**src/rtl/async_fifo_read_stream.sv**
```systemverilog
// Read-side consumer for the async FIFO: pops through the empty/enable port and re-presents
// the words as a valid/ready stream via a 2-entry skid buffer. Optional ASYNC_FIFO_RD_STATS_EN.
module async_fifo_read_stream #(
    parameter int unsigned DATA_WIDTH = 32,
    parameter int unsigned CNT_WIDTH  = 32
) (
    input  logic                  read_clk,
    input  logic                  read_rst_n,
    input  logic                  p_read_empty,
    input  logic [DATA_WIDTH-1:0] p_read_data,
    output logic                  p_read_en,
    output logic                  m_valid,
    input  logic                  m_ready,
    output logic [DATA_WIDTH-1:0] m_data
`ifdef ASYNC_FIFO_RD_STATS_EN
    ,
    output logic [CNT_WIDTH-1:0]  p_pop_count,
    output logic [CNT_WIDTH-1:0]  p_stall_count
`endif
);

    if (DATA_WIDTH == 0 || CNT_WIDTH == 0) begin : g_param_check
        $error("async_fifo_read_stream: DATA_WIDTH and CNT_WIDTH must be non-zero");
    end

    logic [DATA_WIDTH-1:0] buf_q [2];
    logic                  head_q;
    logic [1:0]            count_q;
    logic                  inflight_q;

    logic                  take;
    logic                  wr_idx;
    logic [1:0]            count_d;
    logic [2:0]            occupancy;

    always_comb begin
        m_valid   = (count_q != 2'd0);
        m_data    = buf_q[head_q];
        take      = m_valid && m_ready;
        // Slots committed after this edge: buffered + landing - leaving.
        occupancy = {1'b0, count_q} + {2'b00, inflight_q} - {2'b00, take};
        p_read_en = read_rst_n && !p_read_empty && (occupancy < 3'd2);
        // Landing slot is the first free one behind the current head; a same-cycle take
        // frees the head slot but does not move the tail.
        wr_idx    = head_q ^ count_q[0];
        count_d   = count_q + {1'b0, inflight_q} - {1'b0, take};
    end

    always_ff @(posedge read_clk) begin
        if (!read_rst_n) begin
            buf_q[0]   <= '0;
            buf_q[1]   <= '0;
            head_q     <= 1'b0;
            count_q    <= 2'd0;
            inflight_q <= 1'b0;
        end else begin
            inflight_q <= p_read_en;
            count_q    <= count_d;
            if (take) begin
                head_q <= ~head_q;
            end
            if (inflight_q) begin
                buf_q[wr_idx] <= p_read_data;
            end
        end
    end

`ifdef ASYNC_FIFO_RD_STATS_EN
    logic [CNT_WIDTH-1:0] pop_cnt_q;
    logic [CNT_WIDTH-1:0] stall_cnt_q;

    always_ff @(posedge read_clk) begin
        if (!read_rst_n) begin
            pop_cnt_q   <= '0;
            stall_cnt_q <= '0;
        end else begin
            if (p_read_en) begin
                pop_cnt_q <= pop_cnt_q + CNT_WIDTH'(1);
            end
            if (m_valid && !m_ready) begin
                stall_cnt_q <= stall_cnt_q + CNT_WIDTH'(1);
            end
        end
    end

    assign p_pop_count   = pop_cnt_q;
    assign p_stall_count = stall_cnt_q;
`endif

endmodule

```
**config.mk**
```make
export PLATFORM = sky130hd
export DESIGN_NAME = async_fifo_read_stream
export DESIGN_NICKNAME = d
export VERILOG_FILES = /design/src/rtl/async_fifo_read_stream.sv
export SDC_FILE = /design/constraint.sdc
export NUM_CORES = 1
export LEC_CHECK = 0
export ABC_AREA = 1
export BUFFER_PORTS_ARGS = -buffer_cell sky130_fd_sc_hd__buf_4
export CORE_AREA = 2 2 87 89
export DETAILED_ROUTE_END_ITERATION = 8
export DIE_AREA = 0 0 89 91
export GPL_TIMING_DRIVEN = 0
export PLACE_DENSITY_LB_ADDON = 0.12
export SYNTH_ARGS = -nofsm -noshare
export SYNTH_HDL_FRONTEND = slang
export SYNTH_SLANG_ARGS = --single-unit
```
**constraint.sdc**
```tcl
create_clock -name read_clk -period 3 [get_ports read_clk]
set_input_delay 0.9 -clock read_clk [delete_from_list [all_inputs] [get_ports read_clk]]
set_output_delay 0.9 -clock read_clk [all_outputs]
set_load 0.02 [all_outputs]
```
==> results.md, run 1 <==
Status:
- The flow ran to the end, but the final reports show violations.
- The final reports fail on negative setup slack.

Critical path:
- The largest individual stage delay along the critical path comes from the cell sky130_fd_sc_hd__fa_1.
- The minimum setup slack among reg-to-reg paths is between 0.9 and 1 ns.
- The critical path contains buffers and inverters numbering 5 combined.
- STA classifies the critical path startpoint as an input port.
- The most critical setup path has its startpoint at m_ready.
- For the worst setup path, the data required time is 2.10 ns.
- The launch point of the worst reg-to-reg path is count_q[0].
- The largest incremental delay on the critical path is 0.46 ns.
- Along the worst path, the maximum fanout reaches 2.
- The arrival time of the worst setup path is 2.41 ns.
- The category of cells accounting for the largest share of critical-path delay is adder cells.
- Counting cells, the worst reg-to-reg path comes to 10.
- The worst setup path is of the input port to output port kind.
- The critical path goes through buf_8 -> inv_4 -> nor2_4 -> ha_4 -> inv_2 -> ha_4 -> fa_1 -> inv_1 -> nand3b_1 -> nor2_4 -> buf_6.
- The worst setup path is captured at an output port.
- The endpoint identified for the worst register-to-register timing path is inflight_q.

Global routing:
- Entering global routing, the biggest net connects 33 pins.
- The number of global-route vias before repair is 1813.
- The total overflow left after global routing is 0.
- The overall routing resource usage is ~14%.
- The global-route wire length before repair is 8266 um.
- The initial antenna violation count was 0.

Cells and area:
- The most frequent standard cell in the layout excluding fill and tap cells is sky130_fd_sc_hd__buf_4.
- Counting the fill cells in the layout gives 614.
- After the last flow step, the layout net total stands at 361.
- The finished cells cover approximately 4100 um2.
- The layout-stage area growth over the synthesis result is 30.13%.
- The post-layout instance count excluding filler cells is approximately 430.
- The repair_antennas step left the layout with diodes totalling 0.
- The top cell types in the final layout, fill and taps aside, are sky130_fd_sc_hd__buf_4, sky130_fd_sc_hd__edfxtp_1, sky130_fd_sc_hd__nor2_1, sky130_fd_sc_hd__inv_1, sky130_fd_sc_hd__mux2_2.
- The share of post-route cells with drive strength above 1 is 48.01%.

Clocking:
- After clock tree synthesis, the clock-pin slew on the worst setup and hold paths is 0.07 ns.
- The deepest clock path buffer count is 2.
- The H-tree was split into 3 levels.
- The clock reaches the later pin of the worst-skew pair after ~0.33 ns.
- The tree is rooted in a sky130_fd_sc_hd__clkbuf_8.
- Buffers inserted during clock tree synthesis total 9.
- After clock tree synthesis, the flow added hold-fix buffers numbering 0.
- The CTS tree is yes.
- The number of clock sinks is 69.

STA:
- Setup repair after global routing could not meet its margin everywhere.
- The maximum clock rate is a little over 300 MHz.
- The shortest clock period the worst path allows after layout is 3.310 ns.
- The number of max-slew violations in the final report is 0.
- For the pin with the worst max-slew slack, the measured transition is 0.8398 ns.
- The share of the clock period used by the worst path after layout is 110.3%.
- The final hold violation count is 0.
- The final clock skew is 0.006597 ns.
- The final worst-path setup slack is -0.3097 ns.
- In this run the tightest slew margin relative to its limit is between 40 and 50%.
- Setup violations remaining at the end of the flow were counted as 1.

Route:
- For this run, the detailed router's first-pass iteration total came to 4.
- The wire length per cell is about 13 um.
- Summing over every cut layer, the via total after detailed routing is 1928.
- The detail route stage leaves a number of antenna-violating nets equal to 0.
- Dividing the detail-routed via count by the number of cells gives 4.526.
- The routed design has ~5500 um of wire.
- The count of unresolved DRC violations after routing is 0.
- The detailed router finished its first iteration with 65 violations.

Placed design:
- Counting tap cells, the placed design contains a total of 409 instances.
- The count of buffers added on input and output ports is 68.
- The placed instances occupy a cell area of 3769 um2.
- OpenSTA, run right after detailed placement, puts the worst setup slack at -0.3835 ns.
- The HPWL after detailed placement is ~3500 um.
- Routability-driven placement finished with a final weighted congestion of 0.7305.

Pwr:
- The maximum vdd drop is 0.4808 mV.
- The design draws 0.003100 W.
- The total power per unit cell area is 764.9 nW/um2.
- The leakage power total is 1.788 nW.

Worst hold path:
- The tightest min-delay check is of the flop to flop type.
- The hold path startpoint is head_q.
- The hold path depth is 2.
- The path with the worst hold slack has its endpoint at head_q.

Die:
- The number of ports placed on the die boundary is 70.
- The area inside the core boundary is 7137 um2.
- The initial cell density of the core is 43.64%.
- From bottom edge to top edge, the die measures 91 um.
- The area of the die is 8099 um2.
- The floorplan die width is 89 um.
- In this run the core area contains 31 standard-cell rows.

Synth:
- Among all flip-flop cells after synthesis, the most frequent one is sky130_fd_sc_hd__edfxtp_1.
- By area the synthesized netlist is led by sky130_fd_sc_hd__edfxtp_1, sky130_fd_sc_hd__mux2_2, sky130_fd_sc_hd__nor2_1.
- The number of warning messages in the yosys log is 0.
- The share of the Yosys chip area taken by registers is 64.93%.
- Synthesis handed over a netlist of 242 instances.
- Yosys mapped a number of flops with a built-in enable equal to 64.
- The area share of the leading cell type in the synthesized netlist is 61.71%.
- The synthesis-stage register bit count is 69.
- The share of synthesized registers carrying an async set or reset is 0%.
- The synthesized cell area is 3114 um2.
- The synthesized design spends more area on one cell type than any other, namely sky130_fd_sc_hd__edfxtp_1.
- The mean instance size in the synthesized netlist is 12.87 um2.
- The post-synthesis net count is 281.
- In this run, distinct cell masters in the synthesized netlist total 19.

Flow run:
- The max-cap violation count is 0.
## cells in the mapped netlist (2+ instances only)
cell	n
sky130_fd_sc_hd__buf_6	9
sky130_fd_sc_hd__dfxtp_1	5
sky130_fd_sc_hd__edfxtp_1	64
sky130_fd_sc_hd__ha_1	2
sky130_fd_sc_hd__inv_1	42
sky130_fd_sc_hd__mux2_1	2
sky130_fd_sc_hd__mux2_2	30
sky130_fd_sc_hd__nand2_1	6
sky130_fd_sc_hd__nand2_2	3
sky130_fd_sc_hd__nor2_1	51
sky130_fd_sc_hd__nor2_2	20
## routing by layer
layer / vias up / part of all wire (%) / track usage, %
met1: 921 / 43 / 16.12
met2: 50 / 50 / 23.63
li1: 947 / - / -
met5: - / 0 / 0
met3: 10 / 4.7 / 3.545
met4: 0 / 2.0 / 7.090
## state kept, by name (all words and copies together) (netlist names), named ones only
| name | flops |
|---|---|
| count_q | 2 |
| buf_q | 64 |
| inflight_q | 1 |
| head_q | 1 |
## per-stage QoR
stage,util [%],TNS (ns),hold WS (ns)
3_5_place_dp,52.81,-0.3835,0.5744
6_report,56.78,-0.3097,0.6011
4_1_cts,56.78,-0.3582,0.5913
2_1_floorplan,-,-0.1022,0.5331
5_1_grt,56.78,-0.3864,0.6327
3_3_place_gp,52.73,-3.567,0.5654
## kinds of logic (layout without fill, tap and decap cells)
group                    after synthesis  count (layout)  synth area share, %
XOR/XNOR                               1               1               0.2813
adder cells (fa/ha/maj)                3               3                1.446
buffers and inverters                 53             138                8.638
flip-flops                            69              69                64.93
multiplexers                          32              32                11.57
AND/OR/NAND/NOR                       84              84                13.14
## timing repair
item	4_1_cts	5_1_grt
resized for setup	8	0
endpoints found under the setup margin	1	1
buffers inserted	1	0
pin swaps	3	3
## power by group
group | switching (W) | leakage, nW | total [W] | internal [W]
sequential | 0.0000497 | 0.705 | 0.00126 | 0.00121
combinational | 0.000523 | 0.969 | 0.000965 | 0.000442
clock | 0.000325 | 0.115 | 0.000874 | 0.000549
## worst max path at each step
stage                            to  slack (ns)  cells after the start
after floorplan           p_read_en       -0.10                      9
after global placement    p_read_en       -0.37                     11
after detailed placement  p_read_en       -0.38                     11
after CTS                 p_read_en       -0.36                     11
after global routing      p_read_en       -0.39                     11
final                     p_read_en       -0.31                     11
## worst reg2reg max path: stages (launching register included)
cell                       delay, ns
sky130_fd_sc_hd__dfxtp_1        0.37
sky130_fd_sc_hd__nor2_1         0.21
sky130_fd_sc_hd__nor2_4         0.07
sky130_fd_sc_hd__ha_4           0.26
sky130_fd_sc_hd__inv_2          0.03
sky130_fd_sc_hd__ha_4           0.14
sky130_fd_sc_hd__fa_1           0.46
sky130_fd_sc_hd__inv_1          0.07
sky130_fd_sc_hd__nand3b_1       0.13
sky130_fd_sc_hd__buf_4          0.17
sky130_fd_sc_hd__nor2_1         0.08
## cell type report
cell class | instances | area [um2] | area share [%]
clock inverter | 5 | 98.84 | 2.439
buffer | 11 | 111.4 | 2.748
sequential | 69 | 2022 | 49.89
tap | 99 | 123.9 | 3.057
timing repair buffer | 69 | 529.3 | 13.06
multi-input combinational | 120 | 875.8 | 21.61
clock buffer | 11 | 131.4 | 3.242
inverter | 42 | 160.2 | 3.952
(Power assumes the default switching activity.)
==> inputs of run 2 (changes only) <==
CORE_AREA = 2 2 92 94   (was 2 2 87 89)
DIE_AREA = 0 0 94 96   (was 0 0 89 91)
==> results.md, run 2 (synthesis gave the netlist of run 1 again) <==
Cells and area:
- The flip-flop count of the largest register, all copies and words added came to 64 (unchanged).
- The register with the most flip-flops in the final layout is buf_q.
- The final standard cell area without fillers was 4039 um2 (-0.34%).
- The final-stage net count is 363 (+0.55%).
- The largest registers in the layout are buf_q (64), count_q (2).
- The area growth from synthesis to layout is 29.69%.
- The total area of multi-input combinational cells is 868.3 um2 (-0.86%).
- The library cell used most frequently in the layout, excluding fill and tap cells, is sky130_fd_sc_hd__buf_4.
- The total area of sequential cells was 2022 um2 (unchanged).
- The fill cell instance count of the final layout was 758 (+23%).
- The number of diodes is 0 (unchanged).
- The share of post-route cells with drive strength above 1 is 48.02% (about the same).
- In the layout the commonest cells are sky130_fd_sc_hd__buf_4, sky130_fd_sc_hd__edfxtp_1, sky130_fd_sc_hd__nor2_1, sky130_fd_sc_hd__inv_1, sky130_fd_sc_hd__mux2_2.
- The post-layout instance count excluding filler cells is 434 (+1.9%).

Pwr:
- The combinational power share is 32.5% (+1.4 points).
- The maximum vdd drop is 0.5066 mV (+5.4%).
- The switching part of the total is 30.22% (+1.2 points).
- The leakage power total came to 1.780 nW (-0.50%).
- The total power per unit cell area came to 753.9 nW/um2 (-1.4%).
- The cell-internal power is 0.002124 W (-3.5%).
- The net load switching power is 0.0009203 W (+2.4%).
- The clock network fraction of total power came to 26.1% (-2.1 points).
- The sequential share of power came to 41.4% (+0.7 points).

STA:
- The maximum clock rate is 300.0 MHz (-0.71%).
- The number of max-slew violations in the final report was 0 (unchanged).
- The final count of negative-setup-slack endpoints is 1 (unchanged).
- The slew at the pin closest to its max-slew limit is 0.8347 ns (-0.005072 ns).
- The share of the clock period used by the worst path after layout is 111.1% (+0.79 points).
- The shortest clock period the worst path allows after layout came to 3.333 ns (+0.02365 ns).
- The final worst-path setup slack is -0.3334 ns (-0.02365 ns).
- The post-route worst hold slack is 0.5766 ns (-0.02447 ns).
- The final clock skew was 0.008271 ns (+0.001674 ns).
- Setup repair after global routing could not meet its margin everywhere.
- The final hold violation count is 0 (unchanged).
- The tightest slew margin relative to the limit was 44.16% (+0.34 points).

Die:
- The number of core rows was 33 (+6.5%).
- The vertical extent of the die is 96 um (+5.5%).
- The number of ports placed on the die boundary is 70 (unchanged).
- The floorplan die width came to 94 um (+5.6%).
- The area of the die is 9024 um2 (+11%).
- The area inside the core boundary is 8051 um2 (+13%).
- The initial cell density of the core is 38.68% (-5.0 points).

Route:
- The post-route antenna net violation count is 0 (unchanged).
- The starting DRC count in detailed routing is 82 (+26%).
- The total length of routed wires was 5783 um (+5.6%).
- The number of vias per cell is 4.429 (-2.1%).
- The number of iterations in the first detailed-routing pass is 4 (unchanged).
- The wire length per cell is 13.32 um (+3.7%).
- The number of vias in the routed layout was 1922 (-0.31%).
- The count of unresolved DRC violations after routing was 0 (unchanged).

Global routing:
- The global-route met2 utilization is 23.21% (-0.42 points).
- The total congestion overflow after global routing came to 0 (unchanged).
- The pin count of the biggest net entering global routing is 33 (unchanged).
- The met3 layer usage reported by global route is 2.662% (-0.88 points).
- The met1 usage is 17.73% (+1.6 points).
- The overall routing resource usage is 13.87% (-0.13 points).
- The global-route wire length before repair is 9321 um (+13%).
- The initial antenna violation count was 0 (unchanged).
- The number of global-route vias before repair came to 1996 (+10%).
- met2 is the most crowded layer.

Status:
- The checks that failed: negative setup slack.
- The run finished, with violations left.

Placed design:
- The placement-stage cell area is 3776 um2 (+0.20%).
- The pre-CTS setup slack is -0.3843 ns (-0.0007750 ns).
- The total placed cells including tap cells was 415 (+1.5%).
- The count of input and output buffers is 68 (unchanged).
- The routability congestion estimate was 0.7543 (+3.3%).
- The post-DP HPWL came to 3683 um (+4.0%).

Critical path:
- STA classifies the critical path startpoint as an input port.
- The arrival time of the worst setup path is 2.43 ns (+0.02 ns).
- The top fanout value on the critical path is 2 (unchanged).
- The required time at the endpoint of the critical path is 2.10 ns (about the same).
- The critical path endpoint category is an output port.
- The category of the most critical setup path is input port to output port.

Clocking:
- The clock insertion delay at the later pin of the skew report came to 0.33 ns (about the same).
- The post-CTS clock slew at the launch and capture registers of the worst setup and hold paths was 0.07 ns (about the same).
- The number of CTS-inserted buffers is 9 (unchanged).
- The H-tree depth is 3 (unchanged).
- The deepest clock path buffer count is 2 (unchanged).
- CTS placed an instance of sky130_fd_sc_hd__clkbuf_8 at the clock tree root.
- The number of clock sinks is 69 (unchanged).
- TritonCTS built the clock tree.

Worst hold path:
- The worst hold path class is flop to flop.

Flow run:
- The max-cap violation count is 0 (unchanged).
==> run 2: stage by stage <==
step / power [W] / utilization [%] / TNS, ns
4_1_cts: 0.003064 / 50.07 / -0.3690
5_1_grt: 0.003208 / 50.16 / -0.3908
2_1_floorplan: 0.001879 / - / -0.1022
6_report: 0.003045 / 50.16 / -0.3334
3_5_place_dp: 0.002217 / 46.90 / -0.3843
3_3_place_gp: 0.002213 / 46.84 / -6.475
==> run 2: power by group through the flow <==
stage          logic, W  clock network, W  registers (W)
2_1_floorplan  0.000613                 0        0.00127
6_report       0.000990          0.000794        0.00126
4_1_cts        0.000994          0.000808        0.00126
3_5_place_dp   0.000937                 0        0.00128
3_3_place_gp   0.000936                 0        0.00128
5_1_grt         0.00109          0.000847        0.00128
==> run 2: worst max-delay path, stage by stage <==
cell and delay [ns]:
sky130_fd_sc_hd__buf_6 0.10, sky130_fd_sc_hd__inv_4 0.05, sky130_fd_sc_hd__nor2_4 0.04, sky130_fd_sc_hd__ha_4 0.26, sky130_fd_sc_hd__inv_2 0.04, sky130_fd_sc_hd__ha_4 0.15, sky130_fd_sc_hd__fa_1 0.46, sky130_fd_sc_hd__inv_1 0.07
sky130_fd_sc_hd__nand3b_1 0.13, sky130_fd_sc_hd__nor2_4 0.11, sky130_fd_sc_hd__buf_6 0.12
==> run 2: area by class of cell <==
cell class	count	area share, %
repair buffers	71	13.38
clock buffers	10	3.160
plain buffers	11	2.757
inverters	42	3.965
well taps	105	3.253
multi-input cells	120	21.50
clock inverters	6	1.921
flip-flops and latches	69	50.06
==> run 2: what timing repair did <==
item | 4_1_cts | 5_1_grt
gates resized for setup | 6 | 0
pin swaps | 3 | 3
buffers inserted | 2 | 1
endpoints found under the setup margin | 1 | 1
hold buffers | 0 | 0
==> run 2: final timing paths <==
check,startpoint,endpoint,slack [ns],depth (start not counted)
setup / recovery,m_ready,p_read_en,-0.33,11
hold / removal,head_q,head_q,0.58,2
setup reg to reg,count_q[0],inflight_q,0.77,11
hold reg to reg,head_q,head_q,0.58,2
==> run 2: per-layer routing <==
| metal | up-vias | wire length, um |
|---|---|---|
| met1 | 921 | 2570 |
| met5 | - | 0 |
| met4 | 0 | 77 |
| met3 | 6 | 241 |
| met2 | 44 | 2893 |
| li1 | 951 | - |
